## src/rtl/uart_pkg.sv

```systemverilog
// Shared UART definitions: FSM state encoding, frame constants and the parity
// rule that the receiver and transmitter must compute identically.
package uart_pkg;

    localparam int DATA_BITS  = 8;
    localparam int FRAME_BITS = 11;

    localparam logic [2:0] ST_IDLE   = 3'd0;
    localparam logic [2:0] ST_START  = 3'd1;
    localparam logic [2:0] ST_DATA   = 3'd2;
    localparam logic [2:0] ST_PARITY = 3'd3;
    localparam logic [2:0] ST_STOP   = 3'd4;

    // odd = 0 gives even parity (bit equals XOR of data), odd = 1 inverts it.
    function automatic logic parity_bit(input logic [DATA_BITS-1:0] data, input logic odd);
        return odd ? ~^data : ^data;
    endfunction

endpackage

```

## src/rtl/uart_sync.sv

```systemverilog
// Two-flop synchronizer for asynchronous single-bit inputs; the reset value
// is configurable so an idle-high line does not look like an edge out of reset.
module uart_sync #(
    parameter logic RESET_VAL = 1'b1
) (
    input  logic clk,
    input  logic reset_n,
    input  logic async_i,
    output logic sync_o
);

    logic meta_q;
    logic sync_q;

    always_ff @(posedge clk or negedge reset_n) begin
        if (!reset_n) begin
            meta_q <= RESET_VAL;
            sync_q <= RESET_VAL;
        end else begin
            meta_q <= async_i;
            sync_q <= meta_q;
        end
    end

    assign sync_o = sync_q;

endmodule

```

## src/rtl/uart_rx.sv

```systemverilog
// UART receiver: start, 8 data bits LSB first, parity, stop. Each completed
// frame produces a one-cycle rx_valid with the byte and its error flags.
//
//   state     | meaning
//   ----------+--------------------------------------------------------
//   ST_IDLE   | waiting for a falling edge on the synchronized line
//   ST_START  | timing half a bit to confirm the start bit at its middle
//   ST_DATA   | sampling 8 data bits at bit centres, LSB first
//   ST_PARITY | sampling the parity bit
//   ST_STOP   | sampling the stop bit, then publishing the frame
module uart_rx
    import uart_pkg::*;
#(
    parameter int CLK_FREQ  = 6000000,
    parameter int BAUD_RATE = 9600,
    parameter int PARITY    = 0
) (
    input  logic                 clk,
    input  logic                 reset_n,
    input  logic                 rx,
    output logic [DATA_BITS-1:0] rx_data,
    output logic                 rx_valid,
    output logic                 parity_err,
    output logic                 frame_err,
    output logic                 rx_busy
);

    localparam int CLKS_PER_BIT = CLK_FREQ / BAUD_RATE;
    localparam int HALF_BIT     = CLKS_PER_BIT / 2;
    localparam int CNT_W        = $clog2(CLKS_PER_BIT);

    localparam logic [CNT_W-1:0] CNT_HALF = CNT_W'(HALF_BIT - 1);
    localparam logic [CNT_W-1:0] CNT_FULL = CNT_W'(CLKS_PER_BIT - 1);
    localparam logic             ODD_PAR  = (PARITY != 0);

    logic                 rx_s;
    logic                 rx_prev_q;
    logic [2:0]           state_q,      state_d;
    logic [CNT_W-1:0]     cnt_q,        cnt_d;
    logic [2:0]           idx_q,        idx_d;
    logic [DATA_BITS-1:0] shift_q,      shift_d;
    logic                 par_q,        par_d;
    logic [DATA_BITS-1:0] rx_data_q,    rx_data_d;
    logic                 rx_valid_q,   rx_valid_d;
    logic                 parity_err_q, parity_err_d;
    logic                 frame_err_q,  frame_err_d;

    uart_sync #(
        .RESET_VAL (1'b1)
    ) u_sync (
        .clk     (clk),
        .reset_n (reset_n),
        .async_i (rx),
        .sync_o  (rx_s)
    );

    always_comb begin
        state_d      = state_q;
        cnt_d        = cnt_q + CNT_W'(1);
        idx_d        = idx_q;
        shift_d      = shift_q;
        par_d        = par_q;
        rx_data_d    = rx_data_q;
        rx_valid_d   = 1'b0;
        parity_err_d = parity_err_q;
        frame_err_d  = frame_err_q;

        case (state_q)
            ST_IDLE: begin
                cnt_d = '0;
                // Edge-triggered so a line stuck low cannot restart reception.
                if (rx_prev_q && !rx_s) begin
                    state_d = ST_START;
                end
            end
            ST_START: begin
                if (cnt_q == CNT_HALF) begin
                    cnt_d = '0;
                    idx_d = 3'd0;
                    state_d = rx_s ? ST_IDLE : ST_DATA;
                end
            end
            ST_DATA: begin
                if (cnt_q == CNT_FULL) begin
                    cnt_d          = '0;
                    shift_d[idx_q] = rx_s;
                    idx_d          = idx_q + 3'd1;
                    if (idx_q == 3'd7) begin
                        state_d = ST_PARITY;
                    end
                end
            end
            ST_PARITY: begin
                if (cnt_q == CNT_FULL) begin
                    cnt_d   = '0;
                    par_d   = rx_s;
                    state_d = ST_STOP;
                end
            end
            ST_STOP: begin
                // Returning to IDLE at the stop midpoint leaves half a bit to
                // catch a back-to-back start edge.
                if (cnt_q == CNT_FULL) begin
                    cnt_d        = '0;
                    rx_data_d    = shift_q;
                    parity_err_d = (par_q != parity_bit(shift_q, ODD_PAR));
                    frame_err_d  = ~rx_s;
                    rx_valid_d   = 1'b1;
                    state_d      = ST_IDLE;
                end
            end
            default: begin
                cnt_d   = '0;
                state_d = ST_IDLE;
            end
        endcase
    end

    always_ff @(posedge clk or negedge reset_n) begin
        if (!reset_n) begin
            rx_prev_q    <= 1'b1;
            state_q      <= ST_IDLE;
            cnt_q        <= '0;
            idx_q        <= 3'd0;
            shift_q      <= '0;
            par_q        <= 1'b0;
            rx_data_q    <= '0;
            rx_valid_q   <= 1'b0;
            parity_err_q <= 1'b0;
            frame_err_q  <= 1'b0;
        end else begin
            rx_prev_q    <= rx_s;
            state_q      <= state_d;
            cnt_q        <= cnt_d;
            idx_q        <= idx_d;
            shift_q      <= shift_d;
            par_q        <= par_d;
            rx_data_q    <= rx_data_d;
            rx_valid_q   <= rx_valid_d;
            parity_err_q <= parity_err_d;
            frame_err_q  <= frame_err_d;
        end
    end

    assign rx_data    = rx_data_q;
    assign rx_valid   = rx_valid_q;
    assign parity_err = parity_err_q;
    assign frame_err  = frame_err_q;
    assign rx_busy    = (state_q != ST_IDLE);

endmodule

```

## config.mk

```make
export PLATFORM = sky130hd
export DESIGN_NAME = uart_rx
export DESIGN_NICKNAME = d
export VERILOG_FILES = /design/src/rtl/uart_pkg.sv /design/src/rtl/uart_sync.sv /design/src/rtl/uart_rx.sv
export SDC_FILE = /design/constraint.sdc
export NUM_CORES = 1
export LEC_CHECK = 0
export ABC_CLOCK_PERIOD_IN_PS = 2400
export CAP_MARGIN = 30
export CELL_PAD_IN_SITES_DETAIL_PLACEMENT = 0
export CELL_PAD_IN_SITES_GLOBAL_PLACEMENT = 1
export CORE_UTILIZATION = 49
export CTS_BUF_LIST = sky130_fd_sc_hd__clkbuf_8
export CTS_CLUSTER_SIZE = 20
export DETAILED_ROUTE_END_ITERATION = 12
export PLACE_DENSITY_LB_ADDON = 0.1
export SYNTH_ARGS = -nofsm -noshare
export SYNTH_HDL_FRONTEND = slang
export SYNTH_SLANG_ARGS = --single-unit
```

## constraint.sdc

```tcl
create_clock -name clk -period 2.4 [get_ports clk]
set_input_delay 0.6 -clock clk [delete_from_list [all_inputs] [get_ports clk]]
set_output_delay 0.6 -clock clk [all_outputs]
set_load 0.005 [all_outputs]
```

==> results of run 1 <==
==> cells by family (layout without fill, tap and decap cells) <==
logic type                 count (synthesis)  count (layout)
muxes                                     23              23
AOI/OAI and AO/OA                          8               8
adders and majority gates                  4               4
and+or+nand+nor                           55              55
DFF                                       39              39
xor gates and xnor gates                  14              14
buffers and inverters                     11              29
==> cells in the final DEF (no fill, tap or decap), drive strengths merged, types with 3 or more instances in the layout <==
cell type | Yosys | routed
mux2 | 20 | 20
xor2 | 7 | 7
clkbuf | 1 | 5
clkdlybuf4s50 | 0 | 13
dfstp | 3 | 3
nor2 | 17 | 17
nand2 | 6 | 6
buf | 5 | 3
inv | 5 | 6
ha | 4 | 4
dfrtp | 36 | 36
mux2i | 3 | 3
nand4 | 5 | 5
nand3 | 7 | 7
nor3 | 4 | 4
xnor2 | 6 | 6
==> cell type report <==
| type | instances | area share [%] |
|---|---|---|
| sequential | 39 | 45.0 |
| multi-input combinational | 104 | 39.2 |
| timing repair buffer | 16 | 6.90 |
| clock buffer | 5 | 3.16 |
| tap | 48 | 2.76 |
| clock inverter | 3 | 2.13 |
| inverter | 5 | 0.862 |
==> path summary, 6_finish.rpt <==
| kind | start | end | cells after the start |
|---|---|---|---|
| max in group asynchronous | reset_n | rx_data[5]$_DFFE_PN0P_ | 1 |
| setup reg to reg | cnt_q[0]$_DFF_PN0_ | state_q[0]$_DFFE_PN0P_ | 7 |
| hold / removal | u_sync.meta_q$_DFF_PN1_ | u_sync.sync_o$_DFF_PN1_ | 0 |
| min in group asynchronous | reset_n | cnt_q[9]$_DFF_PN0_ | 1 |
| hold reg to reg | u_sync.meta_q$_DFF_PN1_ | u_sync.sync_o$_DFF_PN1_ | 0 |
| setup / recovery | state_q[0]$_DFFE_PN0P_ | rx_busy | 2 |
==> cell usage after synthesis, types with 2 or more instances <==
master | count | area [um2]
nor2_1 | 17 | 63.8
nand4b_1 | 2 | 17.5
nand2_1 | 6 | 22.5
mux2i_1 | 3 | 30.0
xnor2_1 | 6 | 52.6
ha_1 | 4 | 50.1
a21oi_1 | 2 | 10.0
buf_2 | 2 | 10.0
and3_1 | 2 | 12.5
nand4_1 | 5 | 31.3
dfstp_2 | 3 | 78.8
nand3_1 | 7 | 35.0
nor3_1 | 2 | 10.0
inv_1 | 5 | 18.8
xor2_1 | 7 | 61.3
buf_6 | 2 | 22.5
dfrtp_1 | 36 | 901
mux2_2 | 20 | 225
==> power by group <==
part / internal (mW) / switching, mW
Sequential: 0.666 / 0.0120
Clock: 0.313 / 0.241
Combinational: 0.0170 / 0.0301
==> layer usage <==
layer / vias up / wire length [um]
met5: - / 0
met4: 0 / 62
met3: 8 / 107
met2: 16 / 1450
met1: 591 / 1560
li1: 576 / -
==> registers in the layout (all words and copies together), names as in the netlist <==
signal         flops
rx_prev_q          1
cnt_q             10
state_q            3
u_sync.sync_o      1
shift_q            8
idx_q              3
frame_err          1
rx_data            8
u_sync.meta_q      1
rx_valid           1
parity_err         1
par_q              1
==> worst register-to-register path, cell delays in order (launching register included) <==
cell	delay [ns]
dfrtp_1	0.41
inv_1	0.07
ha_1	0.14
nand4b_1	0.17
nor3_4	0.16
buf_4	0.20
o32a_2	0.32
mux2_2	0.37
==> impl_metrics.tcl, run 1 <==
set metrics [dict create \
    status "completed" \
    total_power_mw 1.28 \
    ys_seq_area_share_pct 51.7 \
    overflow 0 \
    power.density_mw_per_mm2 587 \
    yosys.area_share.simple_pct 18.7 \
    grtUsageMet1_pct 25.8 \
    dpl.hpwl_um 2240 \
    fillerInstances 322 \
    maxCapViolations 0 \
    synth_area_per_cell_um2 12.3 \
    drc 0 \
    ant_nets 0 \
    final_design_area_no_fill_mm2 0.00218 \
    start_util_pct 51.4 \
    dp.cells 212 \
    ir_drop_uv 376 \
    finalWeightedCongestion 0.873 \
    drt-total-wl_um 3170 \
    synth_top_family_by_area "simple AND/OR/NAND/NOR gates" \
    critPathMaxStageDelay_ns 0.50 \
    drt_iter0_drc 74 \
    timing.final.crit_share_pct 93.1 \
    ys_types 41 \
    grt_pass1_vias 1194 \
    critPathCaptureType "primary output" \
    syn-num-nets 161 \
    fin_ws_ns 0.165 \
    fin_hold_ws_ns 0.360 \
    num_io_pins 15 \
    cts_tree "built" \
    path_delay_family "flip-flops" \
    setup_viol 0 \
    crit_path_cell_trace "or3_1 -> clkdlybuf4s50_1" \
    synth-async-reset-ratio_pct 100 \
    grtUsageMet3_pct 5.36 \
    fin_nets 178 \
    place_ws_ns 0.443 \
    startpoint_type "flip-flop" \
    fin_util_pct 59.0 \
    crit_type "flip-flop to primary output" \
    fp-row-count 22 \
    rsz0062_at_grt "no" \
    cts_max_path_buffers 2 \
    hold_path_class "flip-flop to flip-flop" \
    wire_per_inst_um 14.4 \
    crit_slowest_cell "dfrtp_1" \
    tns_ns 0 \
    grt_max_degree 40 \
    antenna_found_initial 0 \
    synthXorXnorAreaFrac_pct 7.19 \
    io_buffers 14 \
    drive_gt1_share_pct 25.0 \
    clk_pin_slew_ns 0.07 \
    place_area_mm2 0.00206 \
    coreArea_mm2 0.00369 \
    clockRootBuffer "clkbuf_8" \
    synth_flop_cell "dfrtp_1" \
    worst-path-buf-inv 1 \
    die_w_um 64.2 \
    insertion_delay_ns 0.30 \
    cp_data_arrival_time_ns 1.63 \
    finalCriticalPeriod_ns 2.23 \
    cts_buffers 5 \
    slew_headroom_pct 42.6 \
    tightest_slew_ns 0.860 \
    area_growth_pct 14.9 \
    viasPerCell 5.41 \
    grt_usage_pct 18.8 \
    register_area_um2 980 \
    multi_input_area_um2 853 \
    dieArea_mm2 0.00412 \
    synth-edff-count 0 \
    hold_viol_final 0 \
    cp.required_ns 1.80 \
    n_antenna_cell 0 \
    cts_setup_buffers 0 \
    vias 1191 \
    final_cells 220 \
    reg2reg_slack_ns 0.46 \
    cts_hold_buf 0 \
    ys_warn_count 0 \
    p_leak_nw 0.985 \
    synthCells 154 \
    busiest_layer "met2" \
    ys_ff_latch 39 \
    grt_pass1_wl_um 5720 \
    drtPass1Iterations 4 \
    synth_compound_area_share_pct 2.97 \
    drv_slew 0 \
    h-tree-depth 2 \
    synthMuxAreaShare_pct 13.5 \
    synthAdderAreaFrac_pct 2.64 \
    synth_area_mm2 0.00190 \
    cts_resized 0 \
    grt_util_met2_pct 27.3 \
    crit_fanout 9 \
    fmax_mhz 448 \
    clock-sinks 39 \
    clock_skew_ns 0.0108 \
    dieHeight_um 64.2 \
]
No activity file was read; power rests on OpenSTA's default activity.
==> inputs of run 2 (changes only) <==
HOLD_SLACK_MARGIN = 0.06   (was default)
==> results of run 2 <==
Same layout as run 1: the final DEF is identical, and so are final timing and power.
